`src/rtl/motor_pwm_driver.sv`:
```
// rtl/motor_pwm_driver.sv - dual H-bridge PWM driver with dead-time reversal and brake
// Optional soft-start ramp compiled in with `define MOTOR_SOFT_START_EN.

module motor_pwm_channel #(
  parameter int DEAD_CYCLES = 50000,
  parameter int RAMP_DIV    = 2000
) (
  input  logic       clk,
  input  logic       rst,
  input  logic [1:0] cmd_i,
  input  logic [8:0] target_i,
  input  logic [7:0] pwm_cnt_i,
  output logic       in1_o,
  output logic       in2_o,
  output logic       en_o,
  output logic [1:0] state_o
);

  typedef enum logic [1:0] {
    IDLE  = 2'd0,
    RUN   = 2'd1,
    DEAD  = 2'd2,
    BRAKE = 2'd3
  } state_t;

  localparam logic [19:0] DEAD_LOAD = 20'(DEAD_CYCLES - 1);

  state_t      state_q, state_d;
  logic        dir_q, dir_d;
  logic [19:0] dead_q, dead_d;
  logic [8:0]  duty_q, duty_d;
  logic        req_rev;
  logic        pwm;

  assign req_rev = (cmd_i == 2'b10);

  always_comb begin
    state_d = state_q;
    dir_d   = dir_q;
    dead_d  = dead_q;
    case (state_q)
      IDLE: begin
        case (cmd_i)
          2'b01, 2'b10: begin
            state_d = RUN;
            dir_d   = req_rev;
          end
          2'b11:   state_d = BRAKE;
          default: state_d = IDLE;
        endcase
      end
      RUN: begin
        case (cmd_i)
          2'b00: state_d = IDLE;
          2'b11: state_d = BRAKE;
          default: begin
            if (req_rev != dir_q) begin
              state_d = DEAD;
              dead_d  = DEAD_LOAD;
              dir_d   = req_rev;
            end
          end
        endcase
      end
      DEAD: begin
        case (cmd_i)
          2'b00: state_d = IDLE;
          2'b11: state_d = BRAKE;
          default: begin
            // dir_q holds the pending direction while coasting through dead time
            if (req_rev != dir_q) begin
              dead_d = DEAD_LOAD;
              dir_d  = req_rev;
            end else if (dead_q == 20'd0) begin
              state_d = RUN;
            end else begin
              dead_d = dead_q - 20'd1;
            end
          end
        endcase
      end
      BRAKE: begin
        case (cmd_i)
          2'b00: state_d = IDLE;
          2'b01, 2'b10: begin
            state_d = DEAD;
            dead_d  = DEAD_LOAD;
            dir_d   = req_rev;
          end
          default: state_d = BRAKE;
        endcase
      end
      default: state_d = IDLE;
    endcase
  end

`ifdef MOTOR_SOFT_START_EN
  localparam logic [15:0] RAMP_MAX = 16'(RAMP_DIV - 1);

  logic [15:0] ramp_q, ramp_d;

  always_comb begin
    duty_d = duty_q;
    ramp_d = ramp_q;
    if (state_d != RUN || state_q != RUN) begin
      duty_d = 9'd0;
      ramp_d = 16'd0;
    end else if (duty_q > target_i) begin
      duty_d = target_i;
      ramp_d = 16'd0;
    end else if (duty_q < target_i) begin
      if (ramp_q == RAMP_MAX) begin
        ramp_d = 16'd0;
        duty_d = duty_q + 9'd1;
      end else begin
        ramp_d = ramp_q + 16'd1;
      end
    end else begin
      ramp_d = 16'd0;
    end
  end

  always_ff @(posedge clk) begin
    if (rst) ramp_q <= 16'd0;
    else     ramp_q <= ramp_d;
  end
`else
  always_comb begin
    duty_d = (state_d == RUN) ? target_i : 9'd0;
  end
`endif

  always_ff @(posedge clk) begin
    if (rst) begin
      state_q <= IDLE;
      dir_q   <= 1'b0;
      dead_q  <= 20'd0;
      duty_q  <= 9'd0;
    end else begin
      state_q <= state_d;
      dir_q   <= dir_d;
      dead_q  <= dead_d;
      duty_q  <= duty_d;
    end
  end

  assign pwm = ({1'b0, pwm_cnt_i} < duty_q);

  always_comb begin
    in1_o = 1'b0;
    in2_o = 1'b0;
    en_o  = 1'b0;
    case (state_q)
      RUN: begin
        in1_o = ~dir_q;
        in2_o = dir_q;
        en_o  = pwm;
      end
      BRAKE: begin
        in1_o = 1'b1;
        in2_o = 1'b1;
        en_o  = 1'b1;
      end
      default: ;
    endcase
  end

  assign state_o = state_q;

endmodule

module motor_pwm_driver #(
  parameter int PWM_DIV     = 4,
  parameter int DEAD_CYCLES = 50000,
  parameter int RAMP_DIV    = 2000
) (
  input  logic       clk,
  input  logic       rst,
  input  logic [7:0] control_in,
  output logic       l_in1,
  output logic       l_in2,
  output logic       l_en,
  output logic       r_in1,
  output logic       r_in2,
  output logic       r_en,
  output logic [1:0] l_state,
  output logic [1:0] r_state
);

  localparam logic [15:0] PRE_MAX = 16'(PWM_DIV - 1);

  logic [7:0]  cmd_q;
  logic [15:0] pre_q;
  logic [7:0]  pwm_cnt_q;
  logic [8:0]  target;

  always_ff @(posedge clk) begin
    if (rst) begin
      cmd_q     <= 8'd0;
      pre_q     <= 16'd0;
      pwm_cnt_q <= 8'd0;
    end else begin
      cmd_q <= control_in;
      if (pre_q == PRE_MAX) begin
        pre_q     <= 16'd0;
        pwm_cnt_q <= pwm_cnt_q + 8'd1;
      end else begin
        pre_q <= pre_q + 16'd1;
      end
    end
  end

  // speed level n maps to (n+1)*64, so level 3 reaches 256 (always on)
  assign target = {1'b0, cmd_q[3:2], 6'd0} + 9'd64;

  motor_pwm_channel #(
    .DEAD_CYCLES(DEAD_CYCLES),
    .RAMP_DIV   (RAMP_DIV)
  ) u_left (
    .clk      (clk),
    .rst      (rst),
    .cmd_i    (cmd_q[7:6]),
    .target_i (target),
    .pwm_cnt_i(pwm_cnt_q),
    .in1_o    (l_in1),
    .in2_o    (l_in2),
    .en_o     (l_en),
    .state_o  (l_state)
  );

  motor_pwm_channel #(
    .DEAD_CYCLES(DEAD_CYCLES),
    .RAMP_DIV   (RAMP_DIV)
  ) u_right (
    .clk      (clk),
    .rst      (rst),
    .cmd_i    (cmd_q[5:4]),
    .target_i (target),
    .pwm_cnt_i(pwm_cnt_q),
    .in1_o    (r_in1),
    .in2_o    (r_in2),
    .en_o     (r_en),
    .state_o  (r_state)
  );

endmodule

```
`config.mk`:
```
export PLATFORM = sky130hd
export DESIGN_NAME = motor_pwm_driver
export DESIGN_NICKNAME = d
export VERILOG_FILES = /design/src/rtl/motor_pwm_driver.sv
export SDC_FILE = /design/constraint.sdc
export NUM_CORES = 1
export LEC_CHECK = 0
export ABC_AREA = 1
export CORE_ASPECT_RATIO = 0.5
export CORE_MARGIN = 4
export CORE_UTILIZATION = 60
export DETAILED_ROUTE_END_ITERATION = 12
export GPL_ROUTABILITY_DRIVEN = 0
export PLACE_DENSITY = 0.75
export SYNTH_ARGS = -nofsm -noshare
export SYNTH_HDL_FRONTEND = slang
export SYNTH_SLANG_ARGS = --single-unit
```
`constraint.sdc`:
```
create_clock -name clk -period 2 [get_ports clk]
set_input_delay 0.4 -clock clk [delete_from_list [all_inputs] [get_ports clk]]
set_output_delay 0.4 -clock clk [all_outputs]
set_load 0.02 [all_outputs]
```
==> results of run 1 <==
==> cells by family (layout without fill, tap and decap cells) <==
group | count (synthesis) | in the layout | synth area share, %
xor gates and xnor gates | 3 | 3 | 0.550
adders and majority gates | 23 | 23 | 6.02
buffers and inverters | 120 | 163 | 10.2
AOI/OAI and AO/OA | 122 | 122 | 13.3
and+or+nand+nor | 378 | 378 | 35.5
DFF | 82 | 82 | 34.4
==> how the worst max path moves through the flow <==
| stage | startpoint | end | slack, ps | cells past startpoint |
|---|---|---|---|---|
| after floorplan | u_right.state_o[0] | u_right.dead_q[12] | 110 | 10 |
| after global placement | pwm_cnt_q[7] | r_en | 60 | 5 |
| after detailed placement | pwm_cnt_q[7] | r_en | 40 | 5 |
| after CTS | pwm_cnt_q[7] | l_en | 6 | 5 |
| after global routing | cmd_q[5] | u_right.dead_q[4] | -6 | 9 |
| final | u_left.state_o[1] | l_in2 | 80 | 5 |
==> worst max-delay path: cells and delay by family (launching register included) <==
family                   cells  cell delay (ps)
adder cells (fa/ha/maj)      1              200
AO/OA/AOI/OAI                1              130
flip-flops                   1              340
buffers and inverters        3              530
==> stage by stage <==
step | TNS, ps | area [um2] | worst slack [ps] | hold WS [ps]
2_1_floorplan | 0 | 4780 | 112 | 418
3_3_place_gp | 0 | 5160 | 60.7 | 438
3_5_place_dp | 0 | 5160 | 44.1 | 449
4_1_cts | 0 | 5460 | 5.52 | 463
5_1_grt | -6.26 | 5480 | -6.26 | 499
6_report | 0 | 5480 | 76.4 | 459
==> cell usage after synthesis <==
library cell,n
nor3_2,2
and3_1,1
inv_1,103
a21boi_0,2
nor2_2,9
nand3b_1,5
o21a_1,2
nor3_1,14
nor4_1,2
ha_1,23
clkbuf_1,5
nand4_2,2
o21ai_1,5
buf_1,1
or2_2,3
nand2_1,149
nand2_2,7
o211ai_1,1
nand4_1,18
buf_6,4
nor3b_2,1
o21ai_2,1
clkinv_1,1
xnor2_1,1
or2_1,1
nor3b_1,4
o21ai_0,46
nor2_4,3
a21oi_2,1
a21oi_1,61
nand3_1,50
inv_2,4
o21bai_1,2
xor2_1,2
buf_4,2
dfxtp_1,82
nor2_1,107
a31oi_1,1
==> per-layer routing <==
layer  part of all wire [%]  global-route usage (%)
met4                   0.73                    5.30
met1                     49                    31.1
met5                      0                       0
met2                     45                    39.1
met3                    5.0                    5.75
==> power by group <==
part           internal [mW]  switching, mW  leakage, nW
Clock                   1.00          0.676        0.149
Sequential              1.88          0.252        0.670
Combinational           1.12           2.03         1.61
==> sequential cells by signal, summed over array words and instances, names as in the netlist <==
name / cells
cmd_q: 6
u_left.duty_q: 3
u_left.state_o: 2
u_right.dir_q: 1
pwm_cnt_q: 8
u_right.dead_q: 20
u_right.state_o: 2
u_left.dead_q: 20
u_right.duty_q: 3
u_left.dir_q: 1
pre_q: 16
==> repair_timing <==
action,in CTS,in global routing
setup buffers,0,2
endpoints found under the setup margin,6,26
pin swaps,0,1
endpoints found under the hold margin,0,0
resized for setup,9,24
==> final cells by class <==
| type | instances | share of cell area, % |
|---|---|---|
| clock inverter | 6 | 1.19 |
| tap | 108 | 2.47 |
| multi-input combinational | 526 | 48.6 |
| sequential | 82 | 30.0 |
| timing repair buffer | 39 | 5.87 |
| clock buffer | 10 | 4.36 |
| inverter | 108 | 7.49 |
==> flow_summary_export.csv, run 1 <==
group,metric,value,unit
run_status,status,"finished clean",
cts,numCtsBuffers,9,
synthesis,postSynthCellCount,728,
worst_setup_path,required,1600,ps
layout,fin_nets,799,
power,p_leak,2.43,nW
timing,skew,6.30,ps
floorplanning,top_level_ports,20,
worst_setup_path,startpoint_type,"flop",
worst_setup_path,worstSetupPathType,"reg -> out",
worst_setup_path,path_cells,"inv_1, ha_1, inv_1, o21ai_0, dlygate4sd1_1",
power,power,6.97,mW
floorplanning,start_util,63.3,%
worst_setup_path,arrival,1520,ps
floorplanning,die_y,71.1,um
worst_setup_path,cpMostUsedCell,"inv_1",
global_route,antenna_found_initial,0,
synthesis,synth-seq-cells,82,
timing,relSlewSlack,74.7,%
global_route,grt_overflow,0,
layout,diodes,0,
worst_hold_path,min_from,"cmd_q[2]",
drt,wirelength,10700,um
worst_setup_path,worst_r2r_endpoint,"u_right.dead_q[4]",
timing,layout_min_cycle_time,1920,ps
cts,ctsHoldBuffers,0,
worst_hold_path,worst_hold_path_type,"reg -> reg",
floorplanning,rows,22,
floorplanning,die_area,9540,um2
worst_setup_path,endpoint_kind,"output pin",
synthesis,synth_area_leaders,"dfxtp_1, nand2_1, nor2_1",
cts,cts_tree,"yes",
layout,drive_above_1_share,10.6,%
drt,drtAntennaViolNets,0,
timing,finalHoldViolCount,0,
worst_setup_path,r2r-start,"u_right.state_o[1]",
floorplanning,dieWidth,134,um
synthesis,yosysWarnings,0,
drt,drc,0,
worst_hold_path,holdPathStages,1,
layout,final_cells,879,
place,place_hpwl,7820,um
drt,drt_pass1_iterations,5,
place,portBuffers,17,
run,cap_violations,0,
worst_setup_path,worst-path-max-fanout,5,
synthesis,synth_nets,761,
cts,clk_pin_slew,60,ps
global_route,grt_pass1_vias,4204,
cts,clk_latency,340,ps
drt,drt_iter0_markers,313,
drt,dr_total_vias,4656,
place,dp_cells,861,
cts,cts_root_buffer,"clkbuf_16",
global_route,grt_pass1_wl,18600,um
layout,final_core_util,72.6,%
synthesis,syn_area_per_cell,6.56,um2
worst_setup_path,reg2regPathDepth,10,
cts,cts_sinks,82,
cts,clock_path_buffers,2,
global_route,grt_usage,23.5,%
layout,multi_input_area,2660,um2
worst_hold_path,whs_endpoint,"u_left.duty_q[6]",
drt,viasPerCell,5.30,
layout,regArea,1650,um2
layout,syn2layout_area_growth,14.7,%
power,power.density,1270,nW/um2
synthesis,syn-cell-area,4780,um2
timing,tightest_slew,378,ps
worst_setup_path,rrSetupSlack,140,ps
worst_setup_path,critical-path-slowest-cell,"dfxtp_2",
synthesis,yosys.area.top_type,"dfxtp_1",
power,ir_drop,1130,uV
timing,max_freq,0.520,GHz
cts,htree_levels,3,
worst_setup_path,max_stage_delay,340,ps
drt,wl_per_cell,12.1,um
layout,mostFrequentLayoutCell,"nand2_1",
synthesis,ys_seq_area_share,34.4,%
synthesis,synth.top_cell.area_share,34.4,%
floorplanning,core,7540,um2
layout,fill_cells,664,
layout,layout_common_cells,"nand2_1, nor2_1, inv_1",
timing,setup_viol,0,
timing,drv_slew,0,
global_route,grt_start_max_net_pins,35,
synthesis,synth_cell_types,38,
timing,finalCritPeriodShare,96.2,%
Note: power is estimated with default switching activity, not from simulation.
==> inputs of run 2 (changes only) <==
==> constraint.sdc (replaced) <==
create_clock -name clk -period 2.29 [get_ports clk]
set_input_delay 0.458 -clock clk [delete_from_list [all_inputs] [get_ports clk]]
set_output_delay 0.458 -clock clk [all_outputs]
set_load 0.02 [all_outputs]
==> run 2 against run 1 <==
Clock skew fell by 1.7 ps. Design area fell by 2.0%. Via count fell by 2.8%. First-iteration DRC count rose by 2.9%. Total power fell by 15%. Count of clock-buffer cells in the layout rose by 1. Die area did not move. Largest power group unchanged. Combinational power fell by 16%. Clock power fell by 15%.
==> flow_summary_export.csv, run 2 (synthesis results as in run 1) <==
group,metric,value,unit
layout,final_cells,864,
power,power.density,1100,nW/um2
power,p_leak,2.37,nW
cts,clock_path_buffers,2,
worst_setup_path,critical-path-slowest-cell,"dfxtp_1",
timing,setup_viol,0,
timing,layout_min_cycle_time,2150,ps
cts,cts_sinks,82,
layout,diodes,0,
place,portBuffers,17,
drt,drtAntennaViolNets,0,
timing,rsz0062_at_grt,"false",
run_status,status,"finished clean",
global_route,grt_overflow,0,
worst_setup_path,arrival,1690,ps
floorplanning,die_area,9540,um2
timing,max_freq,0.466,GHz
layout,fin_area,5370,um2
timing,tightest_slew,553,ps
worst_setup_path,max_stage_delay,410,ps
global_route,grt_pass1_vias,4096,
timing,timing.final.ws_setup,144,ps
worst_setup_path,endpoint_kind,"output pin",
timing,finalCritPeriodShare,93.7,%
layout,fin_nets,786,
timing,relSlewSlack,63.1,%
cts,ctsHoldBuffers,0,
floorplanning,dieWidth,134,um
power,power,5.92,mW
drt,viasPerCell,5.24,
cts,clk_pin_slew,50,ps
global_route,grt_usage,23.4,%
cts,clk_latency,340,ps
drt,drt_iter0_markers,322,
cts,cts_tree,"yes",
worst_setup_path,path_cells,"ha_1, a21oi_1, o21ai_0, nand2_1, dlygate4sd2_1",
layout,final_core_util,71.2,%
layout,fill_cells,693,
run,cap_violations,0,
cts,cts_setup_buffers,0,
worst_setup_path,required,1830,ps
worst_setup_path,path_buf_inv,1,
worst_setup_path,path_delay_family,"flip-flops",
floorplanning,top_level_ports,20,
worst_setup_path,startpoint_type,"flop",
layout,drive_above_1_share,7.41,%
drt,wl_per_cell,12.1,um
place,post-place-ws,214,ps
drt,drt_pass1_iterations,5,
timing,fin_setup_tns,0,ps
timing,drv_slew,0,
timing,finalHoldViolCount,0,
place,dpl-instance-area,5080,um2
worst_hold_path,worst_hold_path_type,"reg -> reg",
global_route,grt_pass1_wl,18300,um
place,place_hpwl,7680,um
worst_setup_path,worst-path-max-fanout,4,
drt,wirelength,10400,um
timing,whs,458,ps
cts,cts_root_buffer,"clkbuf_16",
global_route,antenna_found_initial,0,
drt,dr_total_vias,4527,
worst_setup_path,worstSetupPathType,"reg -> out",
place,dp_cells,850,
timing,skew,4.55,ps
global_route,grt_start_max_net_pins,35,
floorplanning,core,7540,um2
layout,reg_top3,"u_left.dead_q x20, u_right.dead_q x20, pre_q x16",
floorplanning,die_y,71.1,um
layout,mostFrequentLayoutCell,"nand2_1",
floorplanning,rows,22,
layout,syn2layout_area_growth,12.4,%
cts,numCtsBuffers,9,
layout,layout_common_cells,"nand2_1, nor2_1, inv_1",
drt,drc,0,
floorplanning,start_util,63.3,%
power,ir_drop,529,uV
cts,htree_levels,3,
==> run 2: final timing paths <==
check	startpoint	slack (ps)	endpoint	depth (start not counted)
max	pwm_cnt_q[7]	140	r_en	5
min reg2reg	cmd_q[2]	460	u_left.duty_q[6]	1
max reg2reg	cmd_q[4]	260	u_right.dead_q[8]	11
min	cmd_q[2]	460	u_left.duty_q[6]	1
==> run 2: report_power, final <==
part           total [mW]  switching [mW]  internal (mW)
logic                2.64            1.73          0.905
registers            1.86           0.221           1.64
clock network        1.42           0.532          0.886
total                5.92            2.49           3.43
==> run 2: repair_timing <==
action                     in CTS  in global routing
gates resized for setup         6                  2
setup endpoints to repair       6                  1
cloned                          0                  0
==> run 2: layer usage <==
metal / share of wire [%] / routed length (um) / vias up / GRT usage, %
met5: 0 / 0 / - / 0
met4: 1.1 / 118 / 0 / 6.88
met3: 6.2 / 646 / 13 / 6.61
met2: 43 / 4540 / 124 / 37.2
met1: 49 / 5140 / 1996 / 31.2
li1: - / - / 2394 / -
==> run 2: final cells by class <==
class	instances	area (um2)	area share [%]
multi-input cells	526	2650	49.3
inverters	108	408	7.60
clock inverters	3	40.0	0.746
clock buffers	11	253	4.71
flip-flops and latches	82	1640	30.6
repair buffers	26	243	4.52
well taps	108	135	2.52
==> run 2: worst register-to-register path, cell delays in order, from the launching register on <==
cell and delay [ps]:
dfxtp_1 350, inv_1 70, ha_1 200, inv_1 70, nand2_1 60, nand2_2 120, nor2_1 60, nor3_2 270
nand2_2 170, inv_2 280, o21ai_0 160, a21oi_1 140
